[src/rtl/alu_op_sequencer.sv]
// Two-requester round-robin front end for the 16-bit ALU: issues one op, strobes the result mux,
// captures result/NCZV flags and returns them on a valid/ready channel. Optional: ALU_SEQ_MUL_STALL_EN.
module alu_op_sequencer #(
  parameter int unsigned WIDTH   = 16,
  parameter int unsigned MUL_LAT = 2
) (
  input  logic             clk,
  input  logic             rst_n,
  input  logic             req0_valid,
  output logic             req0_ready,
  input  logic [3:0]       req0_op,
  input  logic [WIDTH-1:0] req0_a,
  input  logic [WIDTH-1:0] req0_b,
  input  logic             req1_valid,
  output logic             req1_ready,
  input  logic [3:0]       req1_op,
  input  logic [WIDTH-1:0] req1_a,
  input  logic [WIDTH-1:0] req1_b,
  output logic             resp_valid,
  input  logic             resp_ready,
  output logic             resp_id,
  output logic [WIDTH-1:0] resp_result,
  output logic [3:0]       resp_flags,
  output logic             resp_err,
  output logic [WIDTH-1:0] alu_in1,
  output logic [WIDTH-1:0] alu_in2,
  output logic [3:0]       alu_shiftb,
  output logic [3:0]       alu_sel,
  output logic             alu_execute,
  input  logic [WIDTH-1:0] alu_result,
  input  logic [3:0]       alu_flags,
  output logic [3:0]       flags_q,
  output logic             busy
);

  if (WIDTH < 4 || MUL_LAT > 255) begin : g_param_check
    $error("alu_op_sequencer: WIDTH must be >= 4 and MUL_LAT <= 255");
  end

  typedef enum logic [2:0] {
    S_IDLE,
    S_ISSUE,
    S_STROBE,
`ifdef ALU_SEQ_MUL_STALL_EN
    S_MULWAIT,
`endif
    S_RESP
  } state_t;

  state_t           state_q, state_d;
  logic             last_q, last_d;
  logic             id_q, id_d;
  logic [3:0]       op_q, op_d;
  logic [WIDTH-1:0] a_q, a_d;
  logic [WIDTH-1:0] b_q, b_d;
  logic [WIDTH-1:0] result_q, result_d;
  logic [3:0]       rflags_q, rflags_d;
  logic             err_q, err_d;
  logic [3:0]       flags_d;
  logic             gnt1;
  logic             capture;
`ifdef ALU_SEQ_MUL_STALL_EN
  logic [7:0]       wait_q, wait_d;
`endif

  always_comb begin
    state_d     = state_q;
    last_d      = last_q;
    id_d        = id_q;
    op_d        = op_q;
    a_d         = a_q;
    b_d         = b_q;
    result_d    = result_q;
    rflags_d    = rflags_q;
    err_d       = err_q;
    flags_d     = flags_q;
    req0_ready  = 1'b0;
    req1_ready  = 1'b0;
    alu_execute = 1'b0;
    capture     = 1'b0;
    // last_q == 1 means req1 won the previous grant, so req0 wins a tie
    gnt1        = req1_valid && (!req0_valid || !last_q);
`ifdef ALU_SEQ_MUL_STALL_EN
    wait_d      = wait_q;
`endif
    case (state_q)
      S_IDLE: begin
        if (req0_valid || req1_valid) begin
          req0_ready = !gnt1;
          req1_ready = gnt1;
          id_d       = gnt1;
          last_d     = gnt1;
          op_d       = gnt1 ? req1_op : req0_op;
          a_d        = gnt1 ? req1_a  : req0_a;
          b_d        = gnt1 ? req1_b  : req0_b;
          state_d    = S_ISSUE;
        end
      end
      S_ISSUE: begin
        if (op_q > 4'd8) begin
          err_d    = 1'b1;
          result_d = '0;
          rflags_d = '0;
          state_d  = S_RESP;
        end else begin
          err_d   = 1'b0;
          state_d = S_STROBE;
        end
      end
      S_STROBE: begin
        alu_execute = 1'b1;
        capture     = 1'b1;
`ifdef ALU_SEQ_MUL_STALL_EN
        if (op_q == 4'd2 && MUL_LAT != 0) begin
          capture = 1'b0;
          wait_d  = 8'(MUL_LAT - 1);
          state_d = S_MULWAIT;
        end
      end
      S_MULWAIT: begin
        if (wait_q == '0) capture = 1'b1;
        else              wait_d  = wait_q - 8'd1;
`endif
      end
      S_RESP: begin
        if (resp_ready) state_d = S_IDLE;
      end
      default: state_d = S_IDLE;
    endcase
    // legal ops only: sample the mux and load the architectural flags on entry to RESP
    if (capture) begin
      result_d = alu_result;
      rflags_d = alu_flags;
      flags_d  = alu_flags;
      state_d  = S_RESP;
    end
  end

  always_ff @(posedge clk) begin
    if (!rst_n) begin
      state_q  <= S_IDLE;
      last_q   <= 1'b1;
      id_q     <= 1'b0;
      op_q     <= '0;
      a_q      <= '0;
      b_q      <= '0;
      result_q <= '0;
      rflags_q <= '0;
      err_q    <= 1'b0;
      flags_q  <= '0;
`ifdef ALU_SEQ_MUL_STALL_EN
      wait_q   <= '0;
`endif
    end else begin
      state_q  <= state_d;
      last_q   <= last_d;
      id_q     <= id_d;
      op_q     <= op_d;
      a_q      <= a_d;
      b_q      <= b_d;
      result_q <= result_d;
      rflags_q <= rflags_d;
      err_q    <= err_d;
      flags_q  <= flags_d;
`ifdef ALU_SEQ_MUL_STALL_EN
      wait_q   <= wait_d;
`endif
    end
  end

  assign resp_valid  = (state_q == S_RESP);
  assign busy        = (state_q != S_IDLE);
  assign resp_id     = id_q;
  assign resp_result = result_q;
  assign resp_flags  = rflags_q;
  assign resp_err    = err_q;
  assign alu_in1     = a_q;
  assign alu_in2     = b_q;
  assign alu_shiftb  = b_q[3:0];
  assign alu_sel     = op_q;

endmodule

[config.mk]
export PLATFORM = sky130hd
export DESIGN_NAME = alu_op_sequencer
export DESIGN_NICKNAME = d
export VERILOG_FILES = /design/src/rtl/alu_op_sequencer.sv
export SDC_FILE = /design/constraint.sdc
export NUM_CORES = 1
export LEC_CHECK = 0
export CAP_MARGIN = 10
export CORE_MARGIN = 5
export CORE_UTILIZATION = 40
export DETAILED_ROUTE_END_ITERATION = 7
export PLACE_DENSITY_LB_ADDON = 0.05
export REMOVE_ABC_BUFFERS = 1
export SLEW_MARGIN = 20
export SYNTH_ARGS = -nofsm -noshare
export SYNTH_HDL_FRONTEND = slang
export SYNTH_SLANG_ARGS = --single-unit
export TNS_END_PERCENT = 10
[constraint.sdc]
create_clock -name clk -period 3.3 [get_ports clk]
set_input_delay 0.33 -clock clk [delete_from_list [all_inputs] [get_ports clk]]
set_output_delay 0.33 -clock clk [all_outputs]
set_load 0.02 [all_outputs]
# --- Yosys cells after proc, flatten, opt, wreduce, memory -nomap -nowiden ---
# Index checks and enable logic that the tools add are counted.
classes:
  magnitude_cmp: 1
  mux: 20
  reduce_logical: 15
  n_bitwise: 2
  eq_ne: 8
op_table:
  columns: ["op", "n"]
  rows:
  - ["two-way mux 16 bit", 5]
  - ["two-way mux 4 bit", 4]
  - ["case mux 3 bit (4 select lines)", 1]
  - ["two-way mux 1 bit", 7]
  - ["equality test 3 x 2 -> 1 bit (second input constant)", 2]
  - ["two-way mux 3 bit", 2]
  - ["AND reduction 3 bit", 2]
  - ["> comparator 4 bit (second input constant)", 1]
  - ["inequality test 2 bit (second input constant)", 2]
  - ["AND reduction 2 bit", 2]
  - ["nonzero test 2 bit", 2]
  - ["equality test 3 x 1 -> 1 bit (second input constant)", 1]
  - ["logical NOT 1 bit", 3]
  - ["logical NOT 3 bit", 1]
  - ["inequality test 3 x 1 -> 1 bit (second input constant)", 1]
  - ["inequality test 3 bit (second input constant)", 1]
  - ["nonzero test 3 bit", 1]
  - ["logical OR 1 bit", 2]
  - ["two-way mux 2 bit", 1]
  - ["inequality test 2 x 1 -> 1 bit (second input constant)", 1]
  - ["NOT 1 bit", 2]
  - ["OR reduction 2 bit", 1]
  - ["logical AND 1 bit", 1]
word_totals:
  reg_bits: 66
  in_bits: 97

# --- Depth between registers and ports, before layout ---
depth:
  word_depth: 6
  ltp_mapped: 7
  ltp_nobuf: 5

# --- Least setup slack after synthesis ---
# OpenSTA, ideal clock, no wires.
synth_timing:
  path_kind: "reg2reg"
  from: "register state_q[0]"
  to: "register result_q[10], in the netlist resp_result[10]"
  arrival_time_ns: 1.541
  setup_ns: 0.071
  period_less_slack_ns: 1.612
  path_buffers: 2
  path_slack_ns: 1.688
  path_stages_with_launch: 8
  required_ns: 3.229
  path_cell_list: "dfxtp_1 inv_1 ha_1 buf_6 nor4_4 buf_4 o21ai_0 a21oi_1"
synth_between:
  elab_chain_len: 4
  word_cells_on_any_way: 7
synth_lines:
  columns: ["item", "line_no", "source"]
  rows:
  - ["from (decl)", "50", "state_t state_q, state_d;"]
  - ["from (signal assigned)", "155", "state_q <= state_d;"]
  - ["equality test 3 x 2 -> 1 bit *", null, null]
  - ["two-way mux 1 bit *", null, null]
  - ["named net alu_execute", "29", "output logic alu_execute,"]
  - ["nonzero test 2 bit (no source line)", null, null]
  - ["AND reduction 2 bit (no source line)", null, null]
  - ["to (signal assigned)", "161", "result_q <= result_d;"]
  - ["to (decl)", "56", "logic [WIDTH-1:0] result_q, result_d;"]
# Mark *: on every way through the listed nets, which the timed path passes. The rest lies on a longest branch.
# A chain may end at the register's enable or synchronous reset.

# --- Worst setup path in the final report ---
layout_timing:
  from: "input port req0_valid"
  to: "output port req1_ready"
layout_between:
  elab_chain_len: 5
  word_cells_on_any_way: 6
layout_lines:
  columns: ["item", "line_no", "source"]
  rows:
  - ["from (decl)", "9", "input logic req0_valid,"]
  - ["logical NOT 1 bit", "82", "gnt1 = req1_valid && (!req0_valid || !last_q);"]
  - ["logical OR 1 bit", "82", null]
  - ["logical AND 1 bit", "82", null]
  - ["two-way mux 1 bit *", "88", "if (req0_valid || req1_valid) begin"]
  - ["two-way mux 1 bit *", "86", "case (state_q)"]
  - ["to (decl)", "15", "output logic req1_ready,"]
# Every way passes the cells marked *; elsewhere a longest branch is shown, timed or not.

==> Flow_metrics.wiki <==
{| class="wikitable"
! Metric !! Value
|-
| Die area || 0.00880 mm2
|-
| Register bit count reported by yosys || 65
|-
| Number of antenna violations at the first check in global routing || 0
|-
| Area of the core region || 0.00683 mm2
|-
| GR Layer Usage met1 || 22.7%
|-
| Final Skew || 0.00951 ns
|-
| IR Drop Worst-Case VDD || 0.343 mV
|-
| Max-Cap Viols || 0
|-
| DIE HEIGHT || 93.8 um
|-
| # setup viols final || 0
|-
| Placement Rows || 30
|-
| Critical path launch point || req0_valid
|-
| Layout Utilization || 68.4%
|-
| Clock root buffer || clkbuf_8
|-
| Final critical path time including I/O delays and setup || 2.35 ns
|-
| Crit path top cell by count || clkdlybuf4s50_1
|-
| Final period util || 71.1%
|-
| Synth Cell Area || 0.00281 mm2
|-
| Cell Area, Placed || 0.00444 mm2
|-
| Leakage Power || 1.71 nW
|-
| Maximum buffer depth of the clock tree || 2
|-
| Startpoint Class || input pin
|-
| Proportion of register bits with asynchronous set or reset after synthesis || 0%
|-
| Sinks on Clock Net || 65
|-
| Capture point of the critical path || req1_ready
|-
| Detailed-route via count || 2773
|-
| Starting Density || 41.1%
|-
| Total count of max-transition violations in the final report || 0
|-
| # IOs || 168
|-
| Total routing resource utilization after global routing || 19.4%
|-
| Count of flip-flops with a built-in enable after synthesis || 0
|-
| Max-slew headroom || 37.9%
|-
| Most used flip-flop cell after synthesis || dfxtp_1
|-
| Detailed-placement wirelength estimate || 6140 um
|-
| Final wirelength || 8590 um
|-
| Clock edge transition at the registers on the reported setup and hold paths || 0.07 ns
|-
| Placer Congestion || 0.746
|-
| Peak Freq || 0.426 GHz
|-
| TritonCTS Buffers || 9
|-
| Max stage delay cell, worst path || clkdlybuf4s50_1
|-
| Worst setup slack for register-to-register paths || 1.00 ns
|-
| PortBufs || 167
|-
| Length of the first detailed-routing pass in iterations || 6
|-
| Count of cells along the worst register-to-register path || 5
|-
| Reg2Reg Capture Point || resp_flags[1]
|-
| Hold buffer count at CTS || 0
|-
| Delay contributed by the slowest stage of the critical path || 0.67 ns
|-
| CTS H-tree depth || 3
|-
| Area added between synthesis and finish || 66.2%
|-
| Final-layout setup total negative slack || 0 ns
|-
| Data required time of the critical path || 2.97 ns
|-
| Run status || complete, no violations
|-
| Leading cell types by count after synthesis || 65 x dfxtp_1, 51 x a21oi_1, 48 x o21ai_0
|-
| Top cell type's share of synthesized area || 46.3%
|-
| Number of hold-slack violations in the final timing report || 0
|-
| Endpoint class of the critical path || output pin
|-
| Met2 usage || 31.9%
|-
| Transition time of the tightest slew-check pin || 0.924 ns
|-
| Buffer count from post-CTS setup fixing || 0
|-
| Vias in the first global route || 2686
|-
| Design Area, Final || 0.00467 mm2
|-
| Fraction of the yosys area taken by sequential cells || 46.3%
|-
| Met3 layer usage reported by global route || 8.49%
|-
| Net count reported at finish || 560
|-
| Pin count of the biggest net entering global routing || 62
|-
| Via-per-instance ratio || 4.95
|-
| 1st-iter DRT viols || 61
|-
| Worst-path cell chain || clkdlybuf4s50_1, a21boi_4, and2_1, clkdlybuf4s50_1
|-
| Cell with the most instances after synthesis || dfxtp_1
|-
| Global-route layer with the greatest usage || met2
|-
| Horizontal die dimension || 93.8 um
|-
| Insertion delay to the later sink of the worst-skew pair || 0.33 ns
|-
| Total power of the final layout || 0.00356 W
|-
| Worst reg2reg path startpoint || state_q[0]
|-
| Clock tree from TritonCTS || done
|-
| Unrepaired setup endpoints after global routing || no
|-
| Total power divided by cell area || 763 mW/mm2
|-
| Post-synthesis cell count || 306
|-
| Maximum net fanout on the critical path || 12
|-
| Avg Synthesized Cell Area || 9.18 um2
|-
| Area contributors post-synth || dfxtp_1 46%, mux2i_1 12%, a21oi_1 9.1%, o21ai_0 8.5%, nand2_1 4.0%
|-
| Number of warnings printed during yosys synthesis || 0
|-
| Worst hold-check path type || flip-flop to flip-flop
|-
| Diodes inserted || 0
|-
| Post-DRT Antenna Nets || 0
|-
| Cts repair resizes || 0
|-
| Routed length per instance || 15.3 um
|-
| Worst path arrival time || 2.02 ns
|-
| Global-route wire length before repair || 13400 um
|-
| Library cell with the largest summed area after synthesis || dfxtp_1
|-
| Synth unique cells || 32
|-
| Fraction of layout instances using a drive strength above 1 || 5.39%
|-
| Sum of overflow across all layers after global routing || 0
|-
| Critical path class || input pin to output pin
|-
| Post-detailed-route DRC marker count || 0
|}
-- power breakdown --
group	internal (W)	switching, W
clock	0.000464	0.000297
combinational	0.000749	0.000914
sequential	0.00101	0.000132
-- per-stage QoR --
| stage | cells | setup WS [ns] | hold slack (ns) |
|---|---|---|---|
| finish | 560 | 0.953 | 0.472 |
| global route | 560 | 0.845 | 0.499 |
| CTS | 560 | 0.928 | 0.476 |
| detailed placement | 544 | 0.958 | 0.465 |
| global placement | 544 | 0.991 | 0.460 |
| floorplan | 276 | 0.891 | 0.419 |
-- layer usage --
layer | vias to the layer above | wire length [um]
met5 | - | 0
met3 | 11 | 693
li1 | 1403 | -
met2 | 97 | 4380
met1 | 1262 | 3380
met4 | 0 | 136
-- cell type report --
class                   count  area (um2)
fillers                   603        2160
flip-flops and latches     65        1300
multi-input cells         206        1290
repair buffers            172        1710
well taps                  96         120
clock buffers              11         151
inverters                   5        18.8
clock inverters             5        77.6
-- registers in the layout, indices dropped and copies added (netlist names) --
register	flops
alu_in1	16
alu_in2	16
alu_sel	4
flags_q	4
last_q	1
resp_err	1
resp_flags	4
resp_id	1
resp_result	16
state_q	2
-- cell usage in the layout (no fill, tap or decap), drive strengths merged, types with 7 or more instances in the layout --
cell / netlist / layout
o21ai: 52 / 52
nand2: 30 / 30
a21oi: 51 / 51
a32oi: 7 / 7
dfxtp: 65 / 65
clkbuf: 12 / 11
clkdlybuf4s50: 0 / 167
o22ai: 7 / 7
mux2i: 33 / 33
-- logic make-up (layout without fill, tap and decap cells) --
group,count (synthesis),count (layout),synth area share (%)
flops,65,65,46.3
fa+ha+maj,4,4,1.78
buf+inv,35,193,8.06
mux,33,33,11.8
simple gates,45,45,7.88
compound gates,124,124,24.2
-- worst max-delay path, delay by kind of cell --
family,cells,cell delay [ns]
AO/OA/AOI/OAI,1,0.25
buffers and inverters,2,1.28
AND/OR/NAND/NOR,1,0.16
-- how the worst min path moves through the flow --
stage	from	end	slack (ns)	cells past startpoint
6_report	alu_in1[12]	alu_in1[12]	0.47	2
4_1_cts	resp_result[10]	resp_result[10]	0.48	2
3_5_place_dp	alu_in1[11]	alu_in1[11]	0.47	2
5_1_grt	resp_result[1]	resp_result[1]	0.50	2
3_3_place_gp	resp_result[15]	resp_result[15]	0.46	2
2_1_floorplan	rst_n	last_q	0.42	1
No activity file was read; power rests on OpenSTA's default activity.
